### src/rtl/fifo_uart_tx.sv
// Drains the camera pixel FIFO and streams header-framed RGB565 bytes over an 8N1 UART.
module fifo_uart_tx #(
    parameter int unsigned CLKS_PER_BIT = 43,
    parameter int unsigned IMAGE_PIXELS = 76800,
    parameter logic [7:0]  HEAD0        = 8'h01,
    parameter logic [7:0]  HEAD1        = 8'hFE
) (
    input  logic        S_CLK,
    input  logic        RST_N,
    input  logic [8:0]  r_usedw,
    input  logic [15:0] r_data,
    output logic        r_req,
    output logic        uart_txd,
    output logic        busy,
    output logic        frame_done
);

    localparam int unsigned CNT_W = $clog2(CLKS_PER_BIT);
    localparam int unsigned PIX_W = 17;
    localparam logic [CNT_W-1:0] BIT_LAST = CNT_W'(CLKS_PER_BIT - 1);
    localparam logic [PIX_W-1:0] PIX_LAST = PIX_W'(IMAGE_PIXELS);

    typedef enum logic [3:0] {
        ST_IDLE, ST_HEAD0, ST_HEAD1, ST_FETCH, ST_LATCH,
        ST_SEND_H, ST_SEND_L, ST_TAIL0, ST_TAIL1, ST_DONE
    } state_t;

    state_t           state, state_nx, after_c;
    logic             loaded, loaded_nx;
    logic [15:0]      pix, pix_nx;
    logic [PIX_W-1:0] pix_cnt, cnt_nx;
    logic             req_nx, busy_nx, done_nx;

    logic             tx_active;
    logic [8:0]       tx_shift;
    logic [3:0]       tx_bit;
    logic [CNT_W-1:0] tx_cnt;
    logic             tx_done_c, tx_free_c, load_c;
    logic [7:0]       load_byte_c;

    // Byte carried by each send state; the trailer mirrors the header.
    function automatic logic [7:0] byte_of(input state_t st, input logic [15:0] px);
        case (st)
            ST_HEAD0, ST_TAIL1: byte_of = HEAD0;
            ST_HEAD1, ST_TAIL0: byte_of = HEAD1;
            ST_SEND_H:          byte_of = px[15:8];
            default:            byte_of = px[7:0];
        endcase
    endfunction

    function automatic logic is_send(input state_t st);
        is_send = (st == ST_HEAD0) || (st == ST_HEAD1) || (st == ST_SEND_H) ||
                  (st == ST_SEND_L) || (st == ST_TAIL0) || (st == ST_TAIL1);
    endfunction

    assign tx_done_c = tx_active && (tx_bit == 4'd9) && (tx_cnt == BIT_LAST);
    assign tx_free_c = !tx_active || tx_done_c;

    // 8N1 byte engine: bit 0 start, 1..8 data LSB first, 9 stop; reloads on tx_done for gapless bytes.
    always_ff @(posedge S_CLK or negedge RST_N) begin
        if (!RST_N) begin
            tx_active <= 1'b0;
            tx_shift  <= '1;
            tx_bit    <= '0;
            tx_cnt    <= '0;
            uart_txd  <= 1'b1;
        end else if (load_c && tx_free_c) begin
            tx_active <= 1'b1;
            tx_shift  <= {1'b1, load_byte_c};
            tx_bit    <= '0;
            tx_cnt    <= '0;
            uart_txd  <= 1'b0;
        end else if (tx_active) begin
            if (tx_cnt == BIT_LAST) begin
                tx_cnt <= '0;
                if (tx_bit == 4'd9) begin
                    tx_active <= 1'b0;
                end else begin
                    tx_bit   <= tx_bit + 4'd1;
                    uart_txd <= tx_shift[0];
                    tx_shift <= {1'b1, tx_shift[8:1]};
                end
            end else begin
                tx_cnt <= tx_cnt + CNT_W'(1);
            end
        end
    end

    // Frame FSM state and registered outputs.
    always_ff @(posedge S_CLK or negedge RST_N) begin
        if (!RST_N) begin
            state      <= ST_IDLE;
            loaded     <= 1'b0;
            pix        <= '0;
            pix_cnt    <= '0;
            r_req      <= 1'b0;
            busy       <= 1'b0;
            frame_done <= 1'b0;
        end else begin
            state      <= state_nx;
            loaded     <= loaded_nx;
            pix        <= pix_nx;
            pix_cnt    <= cnt_nx;
            r_req      <= req_nx;
            busy       <= busy_nx;
            frame_done <= done_nx;
        end
    end

    // Next state; a send state loads its byte once, then on tx_done hands the engine to the next byte.
    always_comb begin
        state_nx    = state;
        after_c     = state;
        loaded_nx   = loaded;
        pix_nx      = pix;
        cnt_nx      = pix_cnt;
        req_nx      = 1'b0;
        busy_nx     = busy;
        done_nx     = 1'b0;
        load_c      = 1'b0;
        load_byte_c = '0;
        case (state)
            ST_IDLE: begin
                if (r_usedw != '0) begin
                    state_nx = ST_HEAD0;
                    busy_nx  = 1'b1;
                end
            end
            ST_FETCH: begin
                if (r_usedw != '0) begin
                    req_nx   = 1'b1;
                    state_nx = ST_LATCH;
                end
            end
            ST_LATCH: begin
                // r_req is still high on the first LATCH cycle; data is valid on the next one.
                if (!r_req) begin
                    pix_nx   = r_data;
                    state_nx = ST_SEND_H;
                end
            end
            ST_DONE: begin
                done_nx  = 1'b1;
                busy_nx  = 1'b0;
                cnt_nx   = '0;
                state_nx = ST_IDLE;
            end
            default: begin
                if (!loaded) begin
                    if (tx_free_c) begin
                        load_c      = 1'b1;
                        load_byte_c = byte_of(state, pix);
                        loaded_nx   = 1'b1;
                    end
                end else if (tx_done_c) begin
                    case (state)
                        ST_HEAD0:  after_c = ST_HEAD1;
                        ST_HEAD1:  after_c = ST_FETCH;
                        ST_SEND_H: after_c = ST_SEND_L;
                        ST_SEND_L: begin
                            cnt_nx  = pix_cnt + PIX_W'(1);
                            after_c = (cnt_nx == PIX_LAST) ? ST_TAIL0 : ST_FETCH;
                        end
                        ST_TAIL0:  after_c = ST_TAIL1;
                        default:   after_c = ST_DONE;
                    endcase
                    state_nx = after_c;
                    if (is_send(after_c)) begin
                        load_c      = 1'b1;
                        load_byte_c = byte_of(after_c, pix);
                        loaded_nx   = 1'b1;
                    end else begin
                        loaded_nx   = 1'b0;
                    end
                end
            end
        endcase
    end

endmodule
### config.mk
export PLATFORM = sky130hd
export DESIGN_NAME = fifo_uart_tx
export DESIGN_NICKNAME = d
export VERILOG_FILES = /design/src/rtl/fifo_uart_tx.sv
export SDC_FILE = /design/constraint.sdc
export NUM_CORES = 1
export LEC_CHECK = 0
export CAP_MARGIN = 20
export CORE_MARGIN = 3
export CORE_UTILIZATION = 54
export CTS_BUF_LIST = sky130_fd_sc_hd__clkbuf_2 sky130_fd_sc_hd__clkbuf_4 sky130_fd_sc_hd__clkbuf_8
export DETAILED_ROUTE_END_ITERATION = 7
export PLACE_DENSITY = 0.87
export SETUP_SLACK_MARGIN = 0.4
export SKIP_CTS_REPAIR_TIMING = 1
export SYNTH_ARGS = -nofsm -noshare
export SYNTH_HDL_FRONTEND = slang
export SYNTH_SLANG_ARGS = --single-unit
### constraint.sdc
create_clock -name S_CLK -period 2.28 [get_ports S_CLK]
set_input_delay 0.456 -clock S_CLK [delete_from_list [all_inputs] [get_ports S_CLK]]
set_output_delay 0.456 -clock S_CLK [all_outputs]
set_load 0.05 [all_outputs]
Yosys cells after proc, flatten, opt, wreduce, memory -nomap -nowiden
Cells that the tools add are included.
{"block": "totals", "register_bits": 62, "inputBits": 27, "output_inout_bits": 4, "wordCells": 123}
{"block": "classes", "addsub": 3, "n_eq_ne": 22, "mux": 53, "bitwise": 2, "n_reduce_logical": 31}
{"cell": "$mux 17", "n": 3}
{"cell": "$mux 4", "n": 12}
{"cell": "$pmux 8 s3", "n": 2}
{"cell": "$mux 8", "n": 5}
{"cell": "$mux 9", "n": 4}
{"cell": "$pmux 17 s2", "n": 1}
{"cell": "$eq 4x3->1 const B", "n": 7}
{"cell": "$pmux 4 s5", "n": 1}
{"cell": "$mux 1", "n": 19}
{"cell": "$mux 6", "n": 3}
{"cell": "$add 17x1->17 const B", "n": 1}
{"cell": "$eq 17x17->1 const B", "n": 1}
{"cell": "$eq 4x4->1 const B", "n": 4}
{"cell": "$pmux 4 s4", "n": 1}
{"cell": "$eq 4x2->1 const B", "n": 3}
{"cell": "$reduce_bool 2->1", "n": 6}
{"cell": "$reduce_bool 5->1", "n": 2}
{"cell": "$reduce_bool 9->1", "n": 1}
{"cell": "$eq 4x1->1 const B", "n": 2}
{"cell": "$reduce_or 2->1", "n": 4}
{"cell": "$add 6x1->6 const B", "n": 1}
{"cell": "$eq 6x6->1 const B", "n": 1}
{"cell": "$logic_or 1x1->1", "n": 6}
{"cell": "$ne 2x2->1 const B", "n": 3}
{"cell": "other kinds (14)", "n": 18}

Depth between registers and ports, before layout
Gate-level depths: netlist of the first run.
{"block": "logic_depth", "ltp_word": 20, "ltp_mapped": 11, "ltp_nobuf": 9}

Worst setup path before layout of the first run
Ideal clock, no wire load.
{"block": "synth_timing", "path_type": "reg2reg", "start": "reg pix_cnt[0]", "end": "reg tx_shift[1]", "setup_time_ns": 0.104, "arrival_time_ns": 2.344, "required_time_ns": 2.176, "setup_slack_ns": -0.168, "path_stages_with_launch": 9, "path_buffers": 0, "synth_period_minus_slack_ns": 2.448, "path_cell_list": "dfrtp_1 -> ha_1 -> and3_1 -> nor3_1 -> o2111ai_2 -> a2111oi_4 -> a31oi_2 -> a311oi_2 -> a22oi_1"}
{"block": "synth_via", "elab_chain_cells": 20, "word_cells_on_any_way": 35, "cone_classes": "add/sub: 1; eq/ne: 8; mux: 15; reduce/logical: 11"}
{"element": "start, declared", "line_no": "31", "text": "logic [PIX_W-1:0] pix_cnt, cnt_nx;"}
{"element": "start signal, assigned", "line_no": "103", "text": "pix_cnt <= cnt_nx;"}
{"element": "$add 17x1->17 *", "line_no": "161", "text": "cnt_nx = pix_cnt + PIX_W'(1);"}
{"element": "$eq 17x17->1 *", "line_no": "162", "text": "after_c = (cnt_nx == PIX_LAST) ? ST_TAIL0 : ST_FETCH;"}
{"element": "$mux 3 *", "line_no": "162"}
{"element": "$pmux 4 s5 *", "line_no": "156", "text": "case (state)"}
{"element": "$mux 4 *", "line_no": "155", "text": "end else if (tx_done_c) begin"}
{"element": "$mux 4 *", "line_no": "149", "text": "if (!loaded) begin"}
{"element": "$mux 4 *", "line_no": "122", "text": "case (state)"}
{"element": "$eq 4x1->1 / $eq 4x2->1 (equally long branches)", "line_no": "43, 52"}
{"element": "$logic_or 1x1->1 (3 in series)", "line_no": "52", "text": "is_send = (st == ST_HEAD0) || (st == ST_HEAD1) || (st == ST_SEND_H) ||"}
{"element": "$logic_or 1x1->1 (2 in series)", "line_no": "53", "text": "(st == ST_SEND_L) || (st == ST_TAIL0) || (st == ST_TAIL1);"}
{"element": "$mux 1", "line_no": "168", "text": "if (is_send(after_c)) begin"}
{"element": "$mux 1", "line_no": "155"}
{"element": "$mux 1", "line_no": "149"}
{"element": "$mux 1", "line_no": "122"}
{"element": "$logic_and 1x1->1", "line_no": "67", "text": "end else if (load_c && tx_free_c) begin"}
{"element": "$ne 2x1->1 (no line) / $reduce_bool 2->1 (equally long branches)"}
{"element": "$reduce_and 3->1 (no line)"}
{"element": "end signal, assigned", "line_no": "69", "text": "tx_shift <= {1'b1, load_byte_c};"}
{"element": "end signal, assigned", "line_no": "81", "text": "tx_shift <= {1'b1, tx_shift[8:1]};"}
{"element": "end, declared", "line_no": "35", "text": "logic [8:0] tx_shift;"}
Every way passes the cells marked *; elsewhere a longest branch is shown, timed or not. The select of a mux whose other input is x is not followed.
A chain may end at the register's enable or synchronous reset.

Final worst setup path of the first run
{"block": "layout_timing", "start": "reg state[3]", "end": "reg tx_shift[1]"}
{"block": "layout_via", "elab_chain_cells": 18, "word_cells_on_any_way": 47, "cone_classes": "eq/ne: 16; mux: 16; reduce/logical: 15"}
{"element": "start, declared", "line_no": "28", "text": "state_t state, state_nx, after_c;"}
{"element": "start signal, assigned", "line_no": "100", "text": "state <= state_nx;"}
{"element": "$eq 4x3->1, or another cell as far along", "line_no": "43, 156"}
{"element": "$pmux 4 s5", "line_no": "156"}
{"element": "$mux 4", "line_no": "155"}
{"element": "$mux 4", "line_no": "149"}
{"element": "$mux 4", "line_no": "122"}
{"element": "$eq 4x1->1 / $eq 4x2->1 (equally long branches)", "line_no": "43, 52"}
{"element": "$logic_or 1x1->1 (3 in series)", "line_no": "52"}
{"element": "$logic_or 1x1->1 (2 in series)", "line_no": "53"}
{"element": "$mux 1", "line_no": "168"}
{"element": "$mux 1", "line_no": "155"}
{"element": "$mux 1", "line_no": "149"}
{"element": "$mux 1", "line_no": "122"}
{"element": "$logic_and 1x1->1", "line_no": "67"}
{"element": "$ne 2x1->1 (no line) / $reduce_bool 2->1 (equally long branches)"}
{"element": "$reduce_and 3->1 (no line)"}
Several ways; a longest one is shown, not always the timed one. The select of a mux whose other input is x is not followed.

==> out/metrics.yaml, run 1 <==
status: "complete, but fails checks"
violations: "negative setup slack"
cts_root_buffer: "clkbuf_8"
synth_edf_count: 0
leakagePower_nw: 1.93
wire_per_inst_um: 21.4
drive_gt1_share_pct: 33.1
cts_buffer_depth: 2
cp_cell_sequence: "nand4bb_1 > nor4bb_4 > nand3_2 > a2111oi_4 > buf_4 > a311oi_2 > buf_4 > a22oi_1"
start_kind: "flop"
cp_common_cell: "buf_4"
drtAntennaViolNets: 0
nNetsFinal: 477
setup_viol: 22
clock.fmax_mhz: 407
vias_per_cell: 6.88
hold_violations: 0
cts_sinks: 61
critical_path.max_fanout: 7
cap_violations: 0
grt_pass1_wl_um: 13400
cp.required_ns: 2.54
drt-initial-drc-count: 442
rsz0062_at_grt: "yes"
synth_cells: 377
gr-total-overflow: 0
area_delta_synth_final_pct: 36.2
top_signal_layer_used: "met4"
drt_pass1_iterations: 5
seq_area_frac_synth_pct: 44.0
syn-mean-instance-area_um2: 9.28
cp_top_family: "simple AND/OR/NAND/NOR gates"
core_mm2: 0.00610
place_hpwl_um: 5580
wl_met2_um: 5330
layout_common_cells: "50 x dfrtp_1, 38 x buf_4, 33 x nor2_1"
max_stage_delay_ns: 0.40
reg2reg_from: "state[3]"
rows: 28
rr_worst_depth: 8
finalClockSkew_ns: 0.00634
p_seq_share_pct: 51.0
drv_slew: 0
internal_power_mw: 1.72
total_power_mw: 2.22
cts_tree: "yes"
fin_ws_ns: -0.178
crit_type: "flop to flop"
worstReg2RegEnd: "tx_shift[1]"
regArea_mm2: 0.00154
n_antenna_cell: 0
synthFlopType: "dfrtp_1"
num-fill-cells: 310
cp.arrival_ns: 2.72
numPortBuffers: 30
end_kind: "flop"
multiInputGateArea_mm2: 0.00212
synth_area_mm2: 0.00350
grt_pass1_vias: 2907
ys_types: 56
clock_latency_ns: 0.34
dr_wl_met3_um: 1060
ios: 31
synth_fp_nets: 409
worst_pin_slew_ns: 0.845
die_h_um: 86.5
max_slew_margin_pct: 43.6
p_switching_mw: 0.500
fp.dieArea_mm2: 0.00748
yosysWarnings: 0
num_vias: 3612
r2r_slack_ns: -0.18
combPwrFrac_pct: 5.5
gp_congestion: 0.869
wl_um: 11300
drc: 0
cts_buffers: 9
start_util_pct: 57.4
cp_num_buf_inv: 2
clockPowerShare_pct: 43.5
htreeDepth: 3
mostFrequentLayoutCell: "dfrtp_1"
period_share_pct: 108
synth-seq-cells: 61
peakVddDrop_mv: 0.525
met1_length_um: 4300
die_w_um: 86.5
min_path_type: "input port to asynchronous set/reset pin"
swShare_pct: 22.5
grt_antenna_before_repair: 0
cts.clk_slew.worst_paths_ns: 0.07
synthArstFlopShare_pct: 100
fin_crit_ns: 2.46
slowest_stage: "dfrtp_1"
gr-usage-all-layers_pct: 22.6
whs_ns: 0.102
finalSetupTns_ns: -2.57
grt_start_max_net_pins: 62
p_per_area_mw_per_mm2: 466
==> worst max path at each step <==
stage,start,to,slack [ns],cells past startpoint
global route,state[3],tx_shift[7],-0.28,8
finish,state[3],tx_shift[1],-0.18,8
detailed placement,pix_cnt[0],tx_shift[5],-0.12,9
floorplan,pix_cnt[0],tx_shift[1],0.05,8
CTS,pix_cnt[0],tx_shift[6],-0.19,9
global placement,pix_cnt[0],tx_shift[3],0.04,9
==> registers in the layout (all words and copies together), names as in the netlist <==
signal / count
pix: 16
busy: 1
tx_bit: 4
frame_done: 1
pix_cnt: 17
state: 4
uart_txd: 1
r_req: 1
tx_shift: 8
loaded: 1
tx_cnt: 6
tx_active: 1
==> stage by stage <==
stage | worst slack (ns) | std cells | utilization, % | cell area, um2
global route | -0.284 | 525 | 78.2 | 4760
finish | -0.178 | 525 | 78.2 | 4760
CTS | -0.188 | 503 | 70.1 | 4270
detailed placement | -0.120 | 487 | 66.9 | 4080
global placement | 0.0420 | 487 | 66.9 | 4080
floorplan | 0.0514 | 377 | - | 3590
==> worst register-to-register path, cell delays in order, from the launching register on <==
cell       delay, ns
dfrtp_1         0.40
nand4bb_1       0.36
nor4bb_4        0.40
nand3_2         0.14
a2111oi_4       0.38
buf_4           0.21
a311oi_2        0.09
buf_4           0.18
a22oi_1         0.21
==> synth_stat cells, types with 3 or more instances <==
master     n  area [um2]
dfrtp_1   52        1300
nor2_1    40         150
o21ai_0   34         170
a21oi_1   25         125
nand2_1   22        82.6
nand3_1   20         100
mux2_2    16         180
clkbuf_1  14        52.6
nand4_1   13        81.3
a31oi_1   11        68.8
dfstp_2    9         236
inv_1      9        33.8
mux2i_1    9        90.1
o31ai_1    9        67.6
xor2_1     8        70.1
a22oi_1    7        52.6
nor3_1     7        35.0
xnor2_1    7        61.3
buf_2      6        30.0
ha_1       5        62.6
and2_1     4        25.0
o22ai_1    4        25.0
a211oi_1   3        22.5
and3_1     3        18.8
nand2b_1   3        18.8
nor4_1     3        18.8
==> layout make-up <==
cell class                 count  area share, %
clock inverter                 5           1.05
timing repair buffer          79           16.2
tap                           75           1.97
inverter                      10          0.945
sequential                    61           32.3
multi-input combinational    284           44.5
clock buffer                  11           3.05
==> kinds of logic after synthesis <==
kind of cell / count (synthesis) / synth area share, %
AND/OR/NAND/NOR: 131 / 19.3
AO/OA/AOI/OAI: 108 / 19.8
flip-flops: 61 / 44.0
buffers and inverters: 32 / 3.65
multiplexers: 25 / 7.73
XOR/XNOR: 15 / 3.76
adder cells (fa/ha/maj): 5 / 1.79
==> metal layers <==
metal  track usage (%)  vias up
met5                 0        -
met4              6.94        0
met1              32.4     1715
li1                  -     1527
met2              34.3      282
met3              5.32       88
==> power groups by stage <==
stage | registers, mW | logic (mW) | clock network (mW)
5_1_grt | 1.13 | 0.131 | 1.03
4_1_cts | 1.13 | 0.116 | 0.958
3_5_place_dp | 1.15 | 0.115 | 0
2_1_floorplan | 1.14 | 0.0343 | 0
3_3_place_gp | 1.15 | 0.111 | 0
6_report | 1.13 | 0.122 | 0.966
(Power assumes the default switching activity.)
==> run 2, diff against run 1 <==
--- a/config.mk
+++ b/config.mk
@@ -5,6 +5,7 @@
 export SDC_FILE = /design/constraint.sdc
 export NUM_CORES = 1
 export LEC_CHECK = 0
+export ABC_CLOCK_PERIOD_IN_PS = 2280
 export CAP_MARGIN = 20
 export CORE_MARGIN = 3
 export CORE_UTILIZATION = 54
==> results of run 2 <==
Final layout, timing and power as in run 1 (identical DEF).
==> run 3, diff against run 2 <==
--- a/config.mk
+++ b/config.mk
@@ -17,3 +17,4 @@
 export SYNTH_ARGS = -nofsm -noshare
 export SYNTH_HDL_FRONTEND = slang
 export SYNTH_SLANG_ARGS = --single-unit
+export TNS_END_PERCENT = 50
==> run 3 against run 2 <==
  * The run still ends with negative setup slack left
  * Power increased by 9.3%
  * Hold slack improved by 0.43 ns
  * Fmax decreased by 3.1%
  * Critical path depth increased by 1
  * Clock power increased by 21%
  * Via count increased by 1.1%
  * Largest power group is now the clock network
==> out/metrics.yaml, run 3 (synthesized netlist as in run 1, its figures left out) <==
status: "complete, but fails checks"  # unchanged
violations: "negative setup slack"  # unchanged
p_seq_share_pct: 46.6  # was 51.0%
critical_path.max_fanout: 7  # unchanged
clockPowerShare_pct: 48.2  # was 43.5%
place_hpwl_um: 5980  # was 5580 um
ios: 31  # unchanged
cts_tree: "yes"  # unchanged
layout_common_cells: "50 x dfrtp_1, 38 x nor2_1, 29 x o21ai_0"  # was 50 x dfrtp_1, 38 x buf_4, 33 x nor2_1
p_per_area_mw_per_mm2: 522  # was 466 mW/mm2
grt_pass1_vias: 3215  # was 2907
grt_pass1_wl_um: 15300  # was 13400 um
fin_crit_ns: 2.54  # was 2.46 ns
largest_register_ff_count: 17  # unchanged
clock.fmax_mhz: 394  # was 407 MHz
end_kind: "flop"  # unchanged
min_path_type: "input port to asynchronous set/reset pin"  # unchanged
rows: 28  # unchanged
numPortBuffers: 30  # unchanged
gp_congestion: 0.903  # was 0.869
crit_end: "tx_shift[5]"  # was tx_shift[1]
drc: 0  # unchanged
cts_buffers: 9  # unchanged
clock_latency_ns: 0.35  # was 0.34 ns
num-fill-cells: 308  # was 310
drtAntennaViolNets: 0  # unchanged
leakagePower_nw: 1.86  # was 1.93 nW
period_share_pct: 111  # was 108%
setup_viol: 22  # unchanged
peakVddDrop_mv: 0.540  # was 0.525 mV
multiInputGateArea_mm2: 0.00209  # was 0.00212 mm2
n_antenna_cell: 0  # unchanged
dp_slack_ns: -0.123  # was -0.120 ns
start_kind: "flop"  # unchanged
drt-initial-drc-count: 568  # was 442
wl_um: 11400  # was 11300 um
cts_sinks: 61  # unchanged
cts_root_buffer: "clkbuf_8"  # unchanged
cap_violations: 0  # unchanged
die_h_um: 86.5  # unchanged
core_mm2: 0.00610  # unchanged
die_w_um: 86.5  # unchanged
cts_buffer_depth: 2  # unchanged
rsz0062_at_grt: "yes"  # unchanged
regArea_mm2: 0.00154  # unchanged
combPwrFrac_pct: 5.2  # was 5.5%
finalClockSkew_ns: 0.00939  # was 0.00634 ns
cts.clk_slew.worst_paths_ns: 0.07  # about the same
drive_gt1_share_pct: 29.7  # was 33.1%
htreeDepth: 3  # unchanged
reg_top3: "pix_cnt (17), pix (16), tx_shift (8)"  # unchanged
cp.required_ns: 2.55  # was 2.54 ns
gr-total-overflow: 0  # unchanged
grt_start_max_net_pins: 53  # was 62
vias_per_cell: 7.13  # was 6.88
worstReg2RegEnd: "tx_shift[5]"  # was tx_shift[1]
internal_power_mw: 1.91  # was 1.72 mW
nNetsFinal: 464  # was 477
mostFrequentLayoutCell: "dfrtp_1"  # unchanged
wire_per_inst_um: 22.2  # was 21.4 um
max_slew_margin_pct: 64.1  # was 43.6%
hold_violations: 0  # unchanged
drt_pass1_iterations: 6  # was 5
gr-usage-all-layers_pct: 26.1  # was 22.6%
p_switching_mw: 0.511  # was 0.500 mW
max_flop_register: "pix_cnt"  # unchanged
worst_pin_slew_ns: 0.539  # was 0.845 ns
num_vias: 3651  # was 3612
rr_worst_depth: 9  # was 8
r2r_slack_ns: -0.26  # was -0.18 ns
fin_ws_ns: -0.257  # was -0.178 ns
reg2reg_from: "pix_cnt[3]"  # was state[3]
area_delta_synth_final_pct: 32.8  # was 36.2%
start_util_pct: 57.4  # unchanged
crit_start: "pix_cnt[3]"  # was state[3]
fp.dieArea_mm2: 0.00748  # unchanged
grt_antenna_before_repair: 0  # unchanged
postLayoutCoreUtil_pct: 76.2  # was 78.2%
cp.arrival_ns: 2.81  # was 2.72 ns
drv_slew: 0  # unchanged
crit_type: "flop to flop"  # unchanged
swShare_pct: 21.1  # was 22.5%
==> run 3: worst min path at each step <==
| stage | depth (start not counted) | to | slack, ns |
|---|---|---|---|
| after floorplan | 0 | busy | 0.16 |
| after global placement | 1 | frame_done | 0.34 |
| after detailed placement | 1 | pix_cnt[3] | 0.35 |
| after CTS | 1 | pix_cnt[8] | -0.03 |
| after global routing | 2 | frame_done | 0.55 |
| final | 2 | pix_cnt[8] | 0.53 |
==> run 3: power groups by stage <==
stage                     clock network [mW]  registers, mW  logic, mW
final                                   1.17           1.13      0.126
after floorplan                            0           1.14     0.0343
after CTS                               1.16           1.13      0.116
after global routing                    1.20           1.13      0.137
after detailed placement                   0           1.15      0.113
after global placement                     0           1.15      0.109
==> run 3: layout make-up <==
type                       instances  area share [%]
sequential                        61            33.1
timing repair buffer              66            13.7
clock inverter                     3            1.40
tap                               75            2.02
clock buffer                      13            3.85
inverter                          10           0.889
multi-input combinational        284            45.0
==> run 3: metal layers <==
metal	vias up	global-route usage [%]	share of wire, %
li1	1503	-	-
met1	1721	35.1	35
met2	351	41.0	48
met3	76	4.66	11
met4	0	12.2	5.2
met5	-	0	0
==> run 3: worst max-delay path: stages (launching register included) <==
cell and delay, ns:
dfrtp_1 0.50, buf_4 0.19, nand4_1 0.11, nor4_1 0.47, xnor2_1 0.21, nor2_2 0.26
a31oi_4 0.12, a311oi_2 0.29, buf_4 0.22, a22oi_2 0.09
==> run 3: per-stage QoR <==
step           hold slack [ns]  total power, mW  TNS (ns)  std cells  instance area [um2]
6_report                 0.534             2.43     -3.64        512                 4650
5_1_grt                  0.545             2.47     -4.69        512                 4650
4_1_cts                -0.0287             2.40     -1.76        504                 4320
3_5_place_dp             0.346             1.26     -1.42        488                 4070
3_3_place_gp             0.335             1.25         0        488                 4070
2_1_floorplan            0.160             1.18         0        377                 3560
